`config.mk`:
```
export PLATFORM = sky130hd
export DESIGN_NAME = sop_truth_sweeper
export DESIGN_NICKNAME = d
export VERILOG_FILES = /design/src/rtl/sop_truth_sweeper.sv
export SDC_FILE = /design/constraint.sdc
export NUM_CORES = 1
export LEC_CHECK = 0
export ABC_AREA = 1
export CAP_MARGIN = 20
export CORE_UTILIZATION = 45
export DETAILED_ROUTE_END_ITERATION = 10
export GPL_ROUTABILITY_DRIVEN = 0
export PLACE_DENSITY = 0.71
export SLEW_MARGIN = 20
export SYNTH_ARGS = -nofsm -noshare
export SYNTH_HDL_FRONTEND = slang
export SYNTH_SLANG_ARGS = --single-unit
export TNS_END_PERCENT = 30
```
`constraint.sdc`:
```
create_clock -name clk -period 1.6 [get_ports clk]
set_input_delay 0.16 -clock clk [delete_from_list [all_inputs] [get_ports clk]]
set_output_delay 0.16 -clock clk [all_outputs]
set_load 0.03 [all_outputs]
```
`src/rtl/sop_truth_sweeper.sv`:
```
// Sweeps all 16 input vectors through the SOP block and captures z1.
// Compares the captured truth table against a golden table.
module sop_truth_sweeper #(
    parameter int unsigned SETTLE   = 2,
    parameter logic [15:0] EXPECTED = 16'hFB8B
) (
    input  logic        clk,
    input  logic        rst_n,
    input  logic        start,
    input  logic        z1,
    output logic        x1,
    output logic        x2,
    output logic        x3,
    output logic        x4,
    output logic        busy,
    output logic        done,
    output logic        pass,
    output logic [15:0] truth,
    output logic [4:0]  mismatch_cnt,
    output logic [3:0]  first_fail
);

    typedef enum logic [1:0] {
        S_IDLE,
        S_SETTLE,
        S_SAMPLE,
        S_DONE
    } state_t;

    localparam logic [3:0] CNT_LAST = 4'(SETTLE - 1);

    state_t      state_q, state_d;
    logic [3:0]  idx_q, idx_d;
    logic [3:0]  cnt_q, cnt_d;
    logic [15:0] truth_q, truth_d;
    logic [4:0]  mcnt_q, mcnt_d;
    logic [3:0]  ff_q, ff_d;
    logic        pass_q, pass_d;

    always_ff @(posedge clk) begin
        if (!rst_n) begin
            state_q <= S_IDLE;
            idx_q   <= '0;
            cnt_q   <= '0;
            truth_q <= '0;
            mcnt_q  <= '0;
            ff_q    <= '0;
            pass_q  <= 1'b0;
        end else begin
            state_q <= state_d;
            idx_q   <= idx_d;
            cnt_q   <= cnt_d;
            truth_q <= truth_d;
            mcnt_q  <= mcnt_d;
            ff_q    <= ff_d;
            pass_q  <= pass_d;
        end
    end

    always_comb begin
        state_d = state_q;
        idx_d   = idx_q;
        cnt_d   = cnt_q;
        truth_d = truth_q;
        mcnt_d  = mcnt_q;
        ff_d    = ff_q;
        pass_d  = pass_q;
        unique case (state_q)
            S_IDLE: begin
                if (start) begin
                    state_d = S_SETTLE;
                    idx_d   = '0;
                    cnt_d   = '0;
                    truth_d = '0;
                    mcnt_d  = '0;
                    ff_d    = '0;
                    pass_d  = 1'b0;
                end
            end
            S_SETTLE: begin
                cnt_d = cnt_q + 4'd1;
                if (cnt_q == CNT_LAST) begin
                    state_d = S_SAMPLE;
                end
            end
            S_SAMPLE: begin
                truth_d[idx_q] = z1;
                if (z1 != EXPECTED[idx_q]) begin
                    mcnt_d = mcnt_q + 5'd1;
                    if (mcnt_q == 5'd0) begin
                        ff_d = idx_q;
                    end
                end
                if (idx_q == 4'd15) begin
                    state_d = S_DONE;
                    // Include the final sample so pass is already valid in DONE
                    pass_d  = (truth_d == EXPECTED);
                end else begin
                    state_d = S_SETTLE;
                    idx_d   = idx_q + 4'd1;
                    cnt_d   = '0;
                end
            end
            S_DONE: begin
                state_d = S_IDLE;
                pass_d  = (truth_q == EXPECTED);
            end
            default: state_d = S_IDLE;
        endcase
    end

    assign {x1, x2, x3, x4} = idx_q;
    assign busy         = (state_q == S_SETTLE) || (state_q == S_SAMPLE);
    assign done         = (state_q == S_DONE);
    assign pass         = pass_q;
    assign truth        = truth_q;
    assign mismatch_cnt = mcnt_q;
    assign first_fail   = ff_q;

endmodule

```
======== Yosys cells after proc, flatten, opt, wreduce, memory -nomap -nowiden ========
Memory sizes are Yosys's and may differ from the RTL's. A register that Yosys moved wholly into a read port is not among the register bits.
Cells that the tools add are included.
storage, ports and cells
  memories ................................ 1
  word-level logic and storage cells ...... 67
  bits in latches ......................... 0
  register bits ........................... 36
  RAM bits ................................ 0
  bits in read-only memories .............. 16
cells by class
  order comparisons ....................... 2
  div/mod/pow operators ................... 0
  shift operators ......................... 0
  bitwise operators ....................... 0
  add/sub/neg operators ................... 3
  muxes and demuxes ....................... 26
  $mul .................................... 0
  reductions and logical operators ........ 14
  eq/ne operators ......................... 14
memory list
  memory            words  width  rd ports  clocked after Yosys merged registers in  wr ports  line  RTL
  (name not given)  16     1      1         1                                        0         88    if (z1 != EXPECTED[idx_q]) begin
operators by type and width
  operator                                                                             number
  16-bit == test, second input constant                                                2
  16-bit case mux with 2 select lines                                                  1
  4-bit 2-to-1 mux                                                                     7
  16-bit bitwise mux                                                                   1
  16-bit 2-to-1 mux                                                                    1
  4-bit case mux with 2 select lines                                                   2
  2-bit != test, second input constant                                                 6
  4-bit case mux with 3 select lines                                                   1
  3-bit AND reduction                                                                  4
  5-bit 2-to-1 mux                                                                     2
  5-bit case mux with 2 select lines                                                   1
  4-bit by 1-bit adder with 4-bit output, second input constant                        2
  2-bit case mux with 4 select lines                                                   1
  2-bit 2-to-1 mux                                                                     3
  3-bit nonzero test                                                                   2
  5-bit by 1-bit adder with 5-bit output, second input constant                        1
  5-bit logical NOT                                                                    1
  4-bit by 5-bit less-than comparator with 1-bit output, second input constant         1
  1-bit demux with 4-bit select                                                        1
  2-bit == test, second input constant                                                 2
  4-bit by 1-bit == test with 1-bit output, second input constant                      1
  4-bit == test, second input constant                                                 1
  4-bit by 1-bit greater-or-equal comparator with 1-bit output, second input constant  1
  1-bit 2-to-1 mux                                                                     4
  9 further kinds                                                                      10

======== Depth between registers and ports, before layout ========
Gate-level depths: netlist of run 1.
  depth after elaboration ................. 8
  depth in mapped cells ................... 12
  gate-level depth less buffers ........... 12

======== Worst setup path before layout of run 1 ========
Ideal clock, no wire load.
  path type ............................... flip-flop to flip-flop
  start ................................... reg idx_q[1]
  end ..................................... reg (tool-made name)
  data arrival time ....................... 1,742 ps
  period minus slack after synthesis ...... 1,864 ps
  stages on the path, launching flop included .. 12
  library setup time ...................... 122 ps
  path buffers ............................ 1
  slack ................................... -264 ps
  path through ............................ dfxtp_1 ha_1 buf_2 nand3_2 nor2_2 inv_2 nand2_2 nor2_1 xor2_1 inv_1 nand2_1 nand3_1
RTL lines
  what                    line  RTL
  from (decl)             33    logic [3:0] idx_q, idx_d;
  from (signal assigned)  51    idx_q <= idx_d;

==> reports/results.env, run 1 <==
SYNTH_AREA_PER_CELL_UM2=6.726
WL_UM=5787
OUTCOME='finished with violations'
PLACE_HPWL_UM=4185
POWER_FRAC_CLOCK_PCT=20.3
FIRST_PASS_ITERS=8
SYNTHMUXAREASHARE_PCT=0
SYNTHADDERAREAFRAC_PCT=7.109
SYNTH_SEQ_CELLS=37
GRT-OVFL-TOTAL=0
LAYOUT_CELL_AREA_EXCL_FILL_UM2=3108
POWERDENSITY_nW_PER_UM2=1027
TIMING.FINAL.CRIT_PERIOD_NS=1.575
INITIAL_CORE_UTIL_PCT=47.52
DRT-WIRELENGTH-PER-CELL_UM=13.03
SW_FRAC_OF_TOTAL_PCT=39.54
PATH_BUF_INV=3
CRITICALPATHCATEGORY='reg2reg'
FIRST_GLOBAL_VIAS=2098
GRT_UTIL_ALL_LAYERS_PCT=23.13
TIGHTEST_SLEW_MARGIN_RELATIVE_TO_THE_LIMIT_PCT=76.15
ROW_COUNT=24
YOSYSUNIQUECELLTYPES=30
YS_DOMINANT_REG_CELL='dfxtp_1'
CLOCK_INSERTION_DELAY_WORST_SKEW_NS=0.29
NET-SWITCHING-POWER_uW=1262
GRT_MAX_DEGREE=17
BUFFER_PORTS.INSERTED=35
TRITONCTS='done'
TRITONCTS.NUM_BUFFERS=5
DRT_ITER0_DRC=226
RSZ0062_AT_GRT='yes'
MAXSLEWVIOLCOUNT=0
HOLD_CLASS='reg2reg'
POSTSYNTHNETCOUNT=330
FP.DIEH_UM=70.51
SYNTH_SIMPLE_GATE_AREA_SHARE_PCT=31.87
TIMING.CRITICAL_PATH.SLOWEST_STAGE_CELL='dfxtp_2'
TIMING.CRITICAL_PATH.TO_TYPE='flop'
FINALCLOCKSKEW_NS=0.005479
HOLD-WORST-SLACK_NS=0.4629
SYNTH_EDF_COUNT=0
FAILED_CHECKS='design-rule violations'
DP_CELLS=435
CTS.SINK_COUNT=37
CRIT_REQUIRED_NS=1.83
POSTSYNTHCELLCOUNT=314
MAX-CLOCK-PATH-BUFFERS=2
ANTENNA_FOUND_INITIAL=0
CORE_REGION_AREA_UM2=4444
FINAL-INSTANCE-COUNT-EXCL-FILL=444
GRT_PASS1_WL_UM=9142
DESIGN_POWER_TOTAL_uW=3191
SYNTHDOMINANTCELLAREASHARE_PCT=35.07
SEQUENTIAL_SHARE_OF_THE_SYNTHESIZED_AREA_PCT=35.07
MAXIMUM_CAPACITANCE_VIOLATIONS=0
TOTAL_LEAKAGE_POWER_uW=0.001258
R2R_SLACK_NS=0.03
YOSYS.AREA_SHARE.XOR_XNOR_PCT=1.244
LAYOUT-DRIVE-GT1-SHARE_PCT=25.26
SYNTH.CELLS.MOST_FREQUENT='nand2_1, dfxtp_1, inv_1'
WORSTPATHARRIVAL_NS=1.81
SYNTH_COMPOUND_GATE_AREA_SHARE_PCT=15.28
INTERNAL_POWER_uW=1929
ANTENNA_LEFT=0
TIMING.CRITICAL_PATH.FANOUT_MAX=5
POWER.COMBINATIONAL.FRACTION_PCT=46.6
SYNTH.CELL_AREA_UM2=2112
SEQUENTIALPOWERSHARE_PCT=33.1
CHIPWIDTH_UM=70.51
VIAS=2332
LIBRARY_CELL_OCCUPYING_THE_MOST_AREA_IN_THE_POST_SYNTHESIS_NETLIST='dfxtp_1'
CLOCKROOTBUFFER='clkbuf_8'
SYNTHTOPCELLSBYAREA='dfxtp_1, nand2_1, nand3_1, ha_1, a21oi_1'
ASYNC_SET_RESET_FLOP_SHARE_OUT_OF_SYNTHESIS_PCT=0
DIE-AREA_UM2=4972
DRT_DRC_VIOLATIONS_LEFT=9
CP_TOP_FAMILY='simple AND/OR/NAND/NOR gates'
CTS_HTREE_LEVELS=2
CLKSLEWWORSTSETUPHOLDPATHS_NS=0.07
CLOCK.FMAX_MHz=635.1
CELL_CHAIN_OF_THE_CRITICAL_PATH='buf_4 > ha_4 > o21ai_4 > inv_2 > nand2_4 > nor2_2 > buf_4 > nor3_2 > nand2_1 > nand3_1'
CP_SLOWEST_STAGE_DELAY_NS=0.33
INSERTEDDIODECOUNT=0
TIMING_HOLD_VIOLATIONS_FINAL=0
CRITICAL_PATH.STARTPOINT_TYPE='flop'
SYNTH_TOP_FAMILY_BY_AREA='simple AND/OR/NAND/NOR gates'
IR_WORST_VDD_uV=1188
CP_COMMON_CELL='buf_4'
PLACEDINSTANCEAREA_UM2=2828
SETUP_VIOL=0
MOST_REPEATED_CELL_IN_THE_GATE_LEVEL_NETLIST_AFTER_SYNTHESIS='nand2_1'
FINALNETCOUNT=407
AVGVIACOUNTPERCELL=5.252
YOSYSWARNINGCOUNT=0
FLOORPLAN.IO_PINS=36
FINISHED_CORE_UTIL_PCT=69.93
WORST_PIN_SLEW_NS=0.3573
LAYOUT-AREA-OVERHEAD-VS-SYNTH_PCT=47.16
FIN_CRIT_SH_PCT=98.41
-- tightest hold or removal path, stage by stage (launching register included) --
cell,delay (ns)
dfxtp_1,0.31
nand2_1,0.06
a21oi_1,0.05
-- sequential cells by signal, indices dropped and copies added, names as in the netlist, named ones only --
| signal | cells |
|---|---|
| truth | 16 |
| mismatch_cnt | 5 |
| cnt_q | 4 |
| first_fail | 4 |
| idx_q | 4 |
| state_q | 2 |
| pass | 1 |
-- per-layer routing --
layer | vias to the layer above | global-route usage [%] | part of all wire (%)
li1 | 1179 | - | -
met1 | 1093 | 29.08 | 44
met2 | 52 | 39.91 | 51
met3 | 8 | 4.185 | 3.7
met4 | 0 | 7.710 | 1.2
met5 | - | 0 | 0
-- kinds of logic (layout without fill, tap and decap cells) --
group	Yosys count	in the layout
buffers and inverters	50	128
XOR/XNOR	3	3
AND/OR/NAND/NOR	155	155
flip-flops	37	37
adder cells (fa/ha/maj)	12	12
AO/OA/AOI/OAI	57	57
-- worst paths after layout --
kind,from,endpoint,cells after the start
min reg2reg,first_fail[1],first_fail[1],2
max reg2reg,state_q[1],flop,10
min,first_fail[1],first_fail[1],2
max,state_q[1],flop,10
-- placed cells by master, fill, tap and decap left out, types with 3 or more instances in the layout --
master / instances
dfxtp_4: 4
inv_2: 8
a21oi_2: 4
nand2_2: 3
ha_1: 5
dfxtp_1: 31
nor2_2: 4
inv_1: 31
ha_4: 6
nand2_1: 77
dlygate4sd2_1: 4
clkdlybuf4s50_1: 27
dlymetal6s2s_1: 3
nor2_1: 19
nand4_1: 8
o21ai_0: 9
buf_4: 43
nand3_1: 32
a2bb2oi_1: 3
clkbuf_8: 5
o21ai_1: 6
a21oi_1: 27
-- layout make-up --
class / instances / area [um^2]
Sequential cell: 37 / 758.2
Timing Repair Buffer: 79 / 696.9
Clock inverter: 3 / 17.52
Multi-Input combinational cell: 227 / 1348
Tap cell: 52 / 65.06
Clock buffer: 5 / 68.82
Inverter: 41 / 153.9
Fill cell: 381 / 1336
-- power groups by stage --
stage	Combinational (uW)	Clock, uW	Sequential (uW)
2_1_floorplan	690	0	1110
3_3_place_gp	1260	0	1070
3_5_place_dp	1290	0	1070
4_1_cts	1340	673	1050
5_1_grt	1620	707	1060
6_report	1490	647	1060
-- per-stage QoR --
| step | setup WS, ns | setup TNS, ns |
|---|---|---|
| 3_3_place_gp | -0.05125 | -0.1511 |
| 6_report | 0.02546 | 0 |
| 3_5_place_dp | -0.1119 | -0.4139 |
| 5_1_grt | -0.07770 | -0.1991 |
| 2_1_floorplan | -0.05817 | -0.1794 |
| 4_1_cts | -0.009087 | -0.01654 |
-- what timing repair did --
item                                    4_1_cts  5_1_grt
resized for setup                            13       45
hold buffers                                  0        0
setup buffers                                 0        1
endpoints found under the setup margin       15       24
pin swaps                                     1        3
No activity file was read; power rests on OpenSTA's default activity.
==> run 2, diff against run 1 <==
- CORE_UTILIZATION: 45 -> 48
- PLACE_DENSITY: 0.71 -> 0.75
- RECOVER_POWER: not set -> 25
==> reports/results.env, run 2 (synthesized netlist as in run 1, its figures left out) <==
CRITICALPATHCATEGORY='reg2reg'
WORST_PIN_SLEW_NS=0.3870
PLACE_HPWL_UM=4128
CRIT_REQUIRED_NS=1.84
GRT-OVFL-TOTAL=0
CRITICAL_PATH.REG2REG.STARTPOINT='idx_q[0]'
TIMING.FINAL.CRIT_PERIOD_NS=1.616
LAYOUT-AREA-OVERHEAD-VS-SYNTH_PCT=51.13
FIRST_GLOBAL_VIAS=2151
CTS.SINK_COUNT=37
HOLD-PATH-CELL-COUNT=2
DRT-WIRELENGTH-PER-CELL_UM=13.62
WORSTPATHARRIVAL_NS=1.86
TIMING.CRITICAL_PATH.FANOUT_MAX=7
CELL_COUNT_OF_THE_WORST_REG_TO_REG_PATH=11
R2R_SLACK_NS=-0.02
FAILED_CHECKS='negative setup slack'
TIMING_HOLD_VIOLATIONS_FINAL=0
MAXSLEWVIOLCOUNT=0
GRT_UTIL_ALL_LAYERS_PCT=27.09
INITIAL_CORE_UTIL_PCT=51.32
DPL_WORST_SLACK_NS=-0.1522
RSZ0062_AT_GRT='yes'
GRT_MAX_DEGREE=17
TRITONCTS='done'
SETUP_VIOL=2
MULTI_INPUT_AREA_UM2=1373
IR_WORST_VDD_uV=1265
HOLD-WORST-SLACK_NS=0.4764
FIRST_PASS_ITERS=4
AVGVIACOUNTPERCELL=5.365
OUTCOME='finished with violations'
ANTENNA_LEFT=0
LAYOUT.CELLS.MOST_COMMON_LIST='nand2_1, buf_4, inv_1, dfxtp_1'
TRITONCTS.NUM_BUFFERS=5
HOLDPATHEND='first_fail[1]'
WL_UM=6086
FIN_CRIT_SH_PCT=101.0
VIAS=2398
CTS_HTREE_LEVELS=2
GRT_PASS1_WL_UM=9473
HP-START='first_fail[1]'
SEQCELLAREA_UM2=755.7
CLOCK.FMAX_MHz=618.7
MAX-CLOCK-PATH-BUFFERS=2
FINALCLOCKSKEW_NS=0.006707
DRT_DRC_VIOLATIONS_LEFT=0
CLOCKROOTBUFFER='clkbuf_8'
FLOORPLAN.IO_PINS=36
MAXIMUM_CAPACITANCE_VIOLATIONS=0
LAYOUT.CELLS.MOST_COMMON='nand2_1'
LARGEST_REGISTER_FF_COUNT=16
LAYOUT-DRIVE-GT1-SHARE_PCT=26.70
CLOCK_INSERTION_DELAY_WORST_SKEW_NS=0.30
R2R-END='pass'
CORE_REGION_AREA_UM2=4115
DRT_ITER0_DRC=269
ROW_COUNT=23
HOLD_CLASS='reg2reg'
CHIPWIDTH_UM=68.33
FP.DIEH_UM=68.33
TIMING.CRITICAL_PATH.TO_TYPE='flop'
BUFFER_PORTS.INSERTED=35
ANTENNA_FOUND_INITIAL=0
CRITICAL_PATH.STARTPOINT_TYPE='flop'
INSERTEDDIODECOUNT=0
POWERDENSITY_nW_PER_UM2=1132
FINALNETCOUNT=412
CLKSLEWWORSTSETUPHOLDPATHS_NS=0.08
FILLER_CELL_COUNT=285
LAYOUT_SETUP_WS_NS=-0.01630
DIE-AREA_UM2=4669
TIGHTEST_SLEW_MARGIN_RELATIVE_TO_THE_LIMIT_PCT=74.17
TOTAL_LEAKAGE_POWER_uW=0.001246
run 2: timing repair:
item,CTS,global route
buffers inserted,1,5
hold buffers,0,0
pin swaps,2,16
setup endpoints to repair,15,22
resized for setup,12,49
run 2: worst max-delay path, stage by stage, from the launching register on:
cell and delay (ns):
dfxtp_4 0.42, clkinvlp_4 0.17, ha_4 0.22, nand3_1 0.10, nand2_1 0.07, nor2_1 0.12
nand2_1 0.06, nor2_1 0.09, nand2_1 0.06, nand2_1 0.06, nand2_1 0.06, a21oi_2 0.11
run 2: through the flow:
stage	cell area, um^2	total power [uW]	util [%]	std cells	TNS [ns]
after global placement	2813	2308	68.35	433	-0.4892
after global routing	3192	3806	77.56	447	-0.3676
after detailed placement	2813	2337	68.35	433	-0.8455
final	3192	3614	77.56	447	-0.02856
after floorplan	2125	1803	-	314	-0.1794
after CTS	2964	3339	72.03	442	-0.05146
run 2: layout make-up:
type | instances | share of cell area [%]
inverter | 41 | 5.096
tap | 50 | 1.960
timing repair buffer | 84 | 22.07
sequential | 37 | 23.68
clock inverter | 3 | 2.038
multi-input combinational | 227 | 43.00
clock buffer | 5 | 2.156
run 2: metal layers:
metal / vias to the layer above / share of wire [%] / GRT usage [%]
met3: 10 / 6.0 / 5.167
met5: - / 0 / 0
met2: 81 / 50 / 44.00
met1: 1117 / 43 / 35.14
li1: 1190 / - / -
met4: 0 / 1.4 / 10.16
run 2: power by group:
part / switching (uW) / total [uW] / internal [uW]
Clock: 359 / 978 / 619
Combinational: 897 / 1560 / 666
Sequential: 78.2 / 1070 / 995
run 2: worst max-delay path by stage:
stage / from / endpoint / slack, ns
after global routing: state_q[0] / flop / -0.15
final: idx_q[0] / pass / -0.02
after floorplan: state_q[0] / flop / -0.06
after detailed placement: start / mismatch_cnt[4] / -0.15
after global placement: z1 / pass / -0.10
after CTS: state_q[0] / flop / -0.04
==> run 3, diff against run 2 <==
--- a/config.mk
+++ b/config.mk
@@ -13,5 +13,4 @@
 export PLACE_DENSITY = 0.75
 export RECOVER_POWER = 25
-export SLEW_MARGIN = 20
 export SYNTH_ARGS = -nofsm -noshare
 export SYNTH_HDL_FRONTEND = slang
==> constraint.sdc (replaced) <==
create_clock -name clk -period 1.6 [get_ports clk]
set_input_delay 0.32 -clock clk [delete_from_list [all_inputs] [get_ports clk]]
set_output_delay 0.32 -clock clk [all_outputs]
set_load 0.03 [all_outputs]
==> reports/results.env, run 3 (synthesized netlist as in run 1, its figures left out) <==
GRT_UTIL_ALL_LAYERS_PCT=28.18
POWER_FRAC_CLOCK_PCT=26.5
DIE-AREA_UM2=4669
RSZ0062_AT_GRT='yes'
FLOORPLAN.IO_PINS=36
IR_WORST_VDD_uV=1131
HOLDPATHEND='first_fail[0]'
HP-START='first_fail[0]'
FIN_CRIT_SH_PCT=106.7
CRIT_REQUIRED_NS=1.83
TIMING_HOLD_VIOLATIONS_FINAL=0
INSERTEDDIODECOUNT=0
CELL_COUNT_OF_THE_WORST_REG_TO_REG_PATH=11
BUFFER_PORTS.INSERTED=35
DRT_DRC_VIOLATIONS_LEFT=0
LAYOUT.CELLS.MOST_COMMON='nand2_1'
MAX-CLOCK-PATH-BUFFERS=2
GLOBALROUTEMET2UTIL_PCT=48.04
TIMING.CRITICAL_PATH.FANOUT_MAX=5
FINALNETCOUNT=417
GLOBAL_ROUTING_USAGE_ON_MET1_PCT=34.97
CTS.SINK_COUNT=37
SETUP_VIOL=3
TIMING.CRITICAL_PATH.TO_TYPE='flop'
CLOCKROOTBUFFER='clkbuf_8'
LAYOUT-AREA-OVERHEAD-VS-SYNTH_PCT=51.30
INTERNAL_POWER_uW=2339
ANTENNA_LEFT=0
WORST_PIN_SLEW_NS=0.3611
CRITICAL_PATH.STARTPOINT_TYPE='flop'
LAYOUT-DRIVE-GT1-SHARE_PCT=28.36
FAILED_CHECKS='negative setup slack'
INITIAL_CORE_UTIL_PCT=51.32
GRT_PASS1_WL_UM=9853
LARGEST_REGISTER_FF_COUNT=16
CORE_REGION_AREA_UM2=4115
CLOCK.FMAX_MHz=585.9
FIRST_GLOBAL_VIAS=2234
DRT_ITER0_DRC=197
PLACE_HPWL_UM=4202
FIRST_PASS_ITERS=4
SEQUENTIALPOWERSHARE_PCT=28.7
ANTENNA_FOUND_INITIAL=0
NET-SWITCHING-POWER_uW=1371
DPL_WORST_SLACK_NS=-0.3461
AVGVIACOUNTPERCELL=5.385
WORSTPATHARRIVAL_NS=1.94
CLKSLEWWORSTSETUPHOLDPATHS_NS=0.08
MAXSLEWVIOLCOUNT=0
CHIPWIDTH_UM=68.33
POWERDENSITY_nW_PER_UM2=1161
R2R_SLACK_NS=-0.11
CRITICAL_PATH.REG2REG.STARTPOINT='idx_q[0]'
ROW_COUNT=23
FP.DIEH_UM=68.33
GRT_MOST_USED_LAYER='met2'
LAYOUT.CELLS.MOST_COMMON_LIST='nand2_1, buf_4, nand3_1'
CTS_HTREE_LEVELS=2
LAYOUT_SETUP_WS_NS=-0.1068
R2R-END='pass'
HOLD-PATH-CELL-COUNT=2
CLOCK_INSERTION_DELAY_WORST_SKEW_NS=0.30
TIMING.FINAL.CRIT_PERIOD_NS=1.707
MET3_USAGE_PCT=4.333
HOLD_CLASS='reg2reg'
VIAS=2434
TOTAL_LEAKAGE_POWER_uW=0.001408
TRITONCTS.NUM_BUFFERS=5
POWER.COMBINATIONAL.FRACTION_PCT=44.8
WL_UM=6432
OUTCOME='finished with violations'
GRT_MAX_DEGREE=19
TIMING.SETUP.TNS_NS=-0.1764
TIGHTEST_SLEW_MARGIN_RELATIVE_TO_THE_LIMIT_PCT=76.03
GRT-OVFL-TOTAL=0
DRT-WIRELENGTH-PER-CELL_UM=14.23
SW_FRAC_OF_TOTAL_PCT=36.95
MAXIMUM_CAPACITANCE_VIOLATIONS=0
FINALCLOCKSKEW_NS=0.006083
CRITICALPATHCATEGORY='reg2reg'
CTS_HOLD_REPAIR.BUFFERS=0
TRITONCTS='done'
run 3: worst max path at each step:
stage / startpoint / end / slack [ns] / cells past startpoint
2_1_floorplan: state_q[0] / flop / -0.06 / 10
3_3_place_gp: z1 / pass / -0.32 / 11
3_5_place_dp: z1 / pass / -0.35 / 11
4_1_cts: idx_q[3] / pass / -0.02 / 12
5_1_grt: idx_q[0] / pass / -0.21 / 11
6_report: idx_q[0] / pass / -0.11 / 11
run 3: repair_timing:
item                       4_1_cts  5_1_grt
gates resized for setup         41       46
setup endpoints to repair       43       25
buffers inserted                 1        7
pin swaps                        2       11
gates cloned                     0        0
run 3: critical path, cell delays in order, from the launching register on:
cell,delay (ns)
dfxtp_4,0.41
clkinvlp_4,0.16
ha_4,0.21
nand3_1,0.12
nand2_1,0.09
o21ai_1,0.14
nand3_1,0.10
nor2_1,0.10
nand2_1,0.06
nand2_1,0.09
nand2_1,0.07
a21oi_2,0.11
run 3: final cells by class:
type,instances,area [um^2]
inverter,41,157.7
timing repair buffer,89,737.0
multi-input combinational,227,1346
sequential,37,758.2
fill,299,919.6
tap,50,62.56
clock buffer,5,68.82
clock inverter,3,65.06
run 3: metrics by stage:
step | utilization, % | instance area [um^2] | hold slack (ns) | power [uW] | instances
after floorplan | - | 2125 | 0.4515 | 1803 | 314
final | 77.65 | 3196 | 0.4586 | 3710 | 452
after global placement | 69.02 | 2840 | 0.4448 | 2339 | 436
after global routing | 77.65 | 3196 | 0.4906 | 3909 | 452
after CTS | 72.39 | 2979 | 0.4628 | 3387 | 445
after detailed placement | 69.02 | 2840 | 0.4536 | 2375 | 436
run 3: power by group through the flow:
stage | clock [uW] | sequential (uW) | combinational [uW]
6_report | 983 | 1060 | 1660
5_1_grt | 1020 | 1070 | 1820
3_5_place_dp | 0 | 1070 | 1300
4_1_cts | 990 | 1050 | 1350
2_1_floorplan | 0 | 1110 | 690
3_3_place_gp | 0 | 1070 | 1270
run 3: metal layers:
metal	part of all wire [%]	vias up
met5	0	-
met1	42	1127
met2	51	74
met3	3.8	23
met4	3.2	0
li1	-	1210
==> RTL change 1: new RTL, config.mk and constraints of run 2 <==
Encoding of `state_t`: now one-hot (4 bits for 4 states).
--- a/src/rtl/sop_truth_sweeper.sv
+++ b/src/rtl/sop_truth_sweeper.sv
@@ -21,9 +21,9 @@
 );
 
-    typedef enum logic [1:0] {
-        S_IDLE,
-        S_SETTLE,
-        S_SAMPLE,
-        S_DONE
+    typedef enum logic [3:0] {
+        S_IDLE   = 4'b0001,
+        S_SETTLE = 4'b0010,
+        S_SAMPLE = 4'b0100,
+        S_DONE   = 4'b1000
     } state_t;
 
Formal check against the unedited RTL: same outputs for any inputs over 10 cycles, from zero or initial values and one cycle with rst_n low; not proved beyond that.
==> RTL change 1 against run 2 <==
  * Global-route usage decreased by 3.8 points
  * Area after synthesis is 4.0% higher
  * Sequential share of layout area is 2.2 points higher
  * Setup slack better by 0.054 ns
  * Design area fell by 4.0%
  * Sequential cell count rose by 2
  * Routed wire length is 8.4% lower
Power is not compared: it rests on default switching activity, and its combinational part moved more than twofold at a synthesized area within 25%.
==> RTL change 1: results (changes against run 2) <==
Signal buffers 68 (-19%); worst-margin pin slew 0.324 ns (-0.0634 ns); Crit path max-delay family buffers and inverters; filler instances 385 (+35%); ranking of synthesized cells by area dfxtp_1 36%, nand2_1 16%, nand3_1 9.3%, a21oi_1 6.4%, inv_1 5.8%; CTS clk-pin slew, worst paths 0.08 ns (about the same); post-synthesis sequential element count 39 (+5.4%); Hold Crit Start first_fail[0]; synthesized area per cell 6.64 µm² (-1.3%); clock network share of area 4.33% (+0.13 points); Synth Area in Adders 5.13% (-2.0 points); gr usage total 23.2% (-3.8 points); worst reg2reg endpoint mismatch_cnt[4]; Routed wire per std cell 12.4 µm (-8.8%); Cells after DPL 440 (+1.6%); Syn Nets 344 (+4.2%); post-CTS sizing 8 (-4); vias in the first global route 2,126 (-1.2%); outcome finished clean; Crit Reg-Reg Startpoint state_q[0]; CP max stage cell dfxtp_1; Synth top cells by count 95 x nand2_1, 41 x nand3_1, 39 x dfxtp_1; Ant. Diodes 0 (unchanged); P_leak 0.00129 µW; initial DRC count 197 (-27%); critical path peak fanout 4 (-3); hold crit path type reg -> reg; Critical Path Source state_q[2]; Pre-Repair DR Iteration Count 4 (unchanged); largest net degree at the start of global routing 16 (-1); sequential cell area share 25.9% (+2.2 points); XOR/XNOR Fraction of Synth Area 1.59% (+0.35 points); vias 2,351 (-2.0%); Yosys cell types 31 (+3.3%); GRT overflow 0 (unchanged); NonClk Buf Share 19.9% (-2.2 points); sequential fraction of the synthesis area 35.5% (+0.46 points); post-DP HPWL 4.09 mm (-0.81%); CP peak stage delay 0.36 ns (-0.06 ns); initial antenna violation count 0 (unchanged); comb pwr 210 µW; WHS Endpoint first_fail[0]; multi-input logic area 0.00132 mm² (-4.1%); clock skew 0.00488 ns (-0.00183 ns); multi-input gates 244 (+7.5%); Final setup viols 0 (-2); Final nets 409 (-0.73%); Synth Area in Compound Gates 10.9% (-4.4 points); Critical Path End busy; count of non-CTS inverters in the layout 38 (-7.3%); CTS H-tree depth 2 (unchanged); buffer count from post-CTS setup fixing 0 (-1); Vias/cell 5.24 (-2.4%); share of layout cells above drive strength 1 19.4% (-7.3 points); slack of the critical path 0.0376 ns (+0.0539 ns); worst slack, placed -0.0436 ns (+0.109 ns); first-pass GRT wire length 9.18 mm (-3.1%); Worst R2R Setup Slack 0.09 ns (+0.11 ns); CLK BUF 6 (+1); data arrival time of the critical path 1.40 ns (-0.46 ns)
## RTL change 1: changes by cell type after synthesis, sizes merged, moves of 2 or more
cell,delta
inv,-2
nor4,+2
a21oi,-3
nor2,+9
a2bb2oi,-3
buf,+2
or2,+3
nand3,+8
a22oi,+2
ha,-3
o21ai,-12
nand4,-2
nand2,+14
dfxtp,+2
## RTL change 1: per-stage QoR
stage | utilization [%] | TNS, ns | power [µW] | hold WS (ns) | cell area, µm²
after floorplan | - | 0 | 1140 | 0.245 | 2200
after global placement | 64.1 | 0 | 1210 | 0.455 | 2810
after detailed placement | 64.1 | -0.0436 | 1210 | 0.459 | 2810
after CTS | 67.2 | -0.00908 | 2200 | 0.478 | 2950
after global routing | 69.9 | -0.238 | 2250 | 0.493 | 3070
final | 69.9 | 0 | 2180 | 0.473 | 3070
## RTL change 1: layer usage
layer,track usage (%),vias to the layer above,wire length [µm]
met5,0,-,0
met4,6.89,0,106
met3,4.36,10,229
met2,40.5,61,2780
met1,29.2,1069,2460
li1,-,1211,-
==> RTL change 2: new RTL, flow settings as in run 2 <==
Made on the original files. The parameter `EXPECTED` goes from 16'hFB8B to 16'h7DC5.
--- a/src/rtl/sop_truth_sweeper.sv
+++ b/src/rtl/sop_truth_sweeper.sv
@@ -3,5 +3,5 @@
 module sop_truth_sweeper #(
     parameter int unsigned SETTLE   = 2,
-    parameter logic [15:0] EXPECTED = 16'hFB8B
+    parameter logic [15:0] EXPECTED = 16'h7DC5
 ) (
     input  logic        clk,
Behaviour: not the same (Yosys sat finds a counterexample within 10 cycles, from zero or initial values and one cycle with rst_n low).
==> RTL change 2 against run 2 <==
  * The run still ends with setup timing left
  * Sequential cell count did not move
  * Setup slack got worse by 0.042 ns
  * Sequential power rose by 11%
  * Area after synthesis rose by 7.5%
  * First-iteration DRC count fell by 21%
  * Die area rose by 7.3%
  * Total power rose by 30%
  * Final cell count rose by 10%
  * Clock power fell by 34%
  * Routed wire length rose by 8.5%
  * Design area rose by 6.6%
  * Hold slack got worse by 0.0050 ns
  * Non-clock buffer count rose by 13
  * Highest routed layer unchanged
==> RTL change 2: results (changes against run 2) <==
worst vdd ir 1.05 mV (-17%); filler instances 354 (+24%); vias in the first global route 2,351 (+9.3%); Syn Nets 364 (+10%); Mapped Cells 346 (+10%); slack of the critical path -0.0588 ns (-0.0425 ns); vias 2,606 (+8.7%); worst hold slack 0.471 ns (-0.00497 ns); initial DRC count 212 (-21%); switch share 44.8% (+7.8 points); ranking of synthesized cells by area dfxtp_1 33%, nand2_1 17%, ha_1 7.7%, nand3_1 7.7%, inv_1 7.1%; outcome finished with violations; Synth Area in Adders 7.71% (+0.60 points); worst reg2reg path depth 12 (+1); buffer count from post-CTS setup fixing 2 (+1); gr usage total 25.2% (-1.9 points); count of non-CTS inverters in the layout 44 (+7.3%); multi-input gates 255 (+12%); failing checks setup timing; worst slack, placed -0.119 ns (+0.0336 ns); P_leak 0.00146 µW (+17%); largest net degree at the start of global routing 12 (-5); Synth top cells by count 103 x nand2_1, 43 x inv_1, 37 x dfxtp_1; synthesis-to-layout area growth 49.9%; Cells after DPL 480 (+11%); Final setup viols 2 (unchanged); WHS Path Cells 2 (unchanged); first-pass GRT wire length 10.2 mm (+7.4%); sequential fraction of the synthesis area 32.6% (-2.5 points); Routed wire per std cell 13.4 µm (-1.6%); Final nets 458 (+11%); NonClk Buf Share 23.8% (+1.7 points); Pre-Repair DR Iteration Count 6 (+2); final cell count without fillers 493 (+10%); power in the clock group 641 µW (-34%); Post-DP Area 0.00309 mm² (+9.7%); share of layout cells above drive strength 1 31.1% (+4.4 points); clock skew 0.00421 ns (-0.00250 ns); Reg power frac 25.5% (-4.2 points); post-CTS sizing 29 (+17); setup_tns -0.0712 ns (-0.0427 ns); Synth async-reset ratio 0% (unchanged); post-DP HPWL 4.47 mm (+8.2%); worst-margin pin slew 0.365 ns (-0.0218 ns); Yosys cell types 29 (-3.3%); XOR/XNOR Fraction of Synth Area 1.54% (+0.30 points)
[RTL change 2: cell types whose count changed after synthesis, sizes merged, moves of 4 or more]
cell,before,now
a21oi,31,25
inv,39,44
nor2,25,34
a211oi,1,5
nand2,82,104
[RTL change 2: metal layers]
metal | share of wire, % | vias up | routed length [µm] | track usage, %
met2 | 50 | 77 | 3330 | 44.8
met5 | 0 | - | 0 | 0
met1 | 43 | 1215 | 2870 | 30.8
met4 | 2.2 | 0 | 147 | 8.89
li1 | - | 1300 | - | -
met3 | 3.9 | 14 | 257 | 3.85
[RTL change 2: worst max-delay path, stage by stage (launching register included)]
cell and delay [ns]:
dfxtp_4 0.39, ha_4 0.16, nand2_4 0.07, buf_12 0.14, nor2_4 0.11, nor2_4 0.09
buf_4 0.14, o211ai_2 0.18, nand2_1 0.09, nand2_1 0.06, nand2_1 0.05, nand2_1 0.06
inv_1 0.03
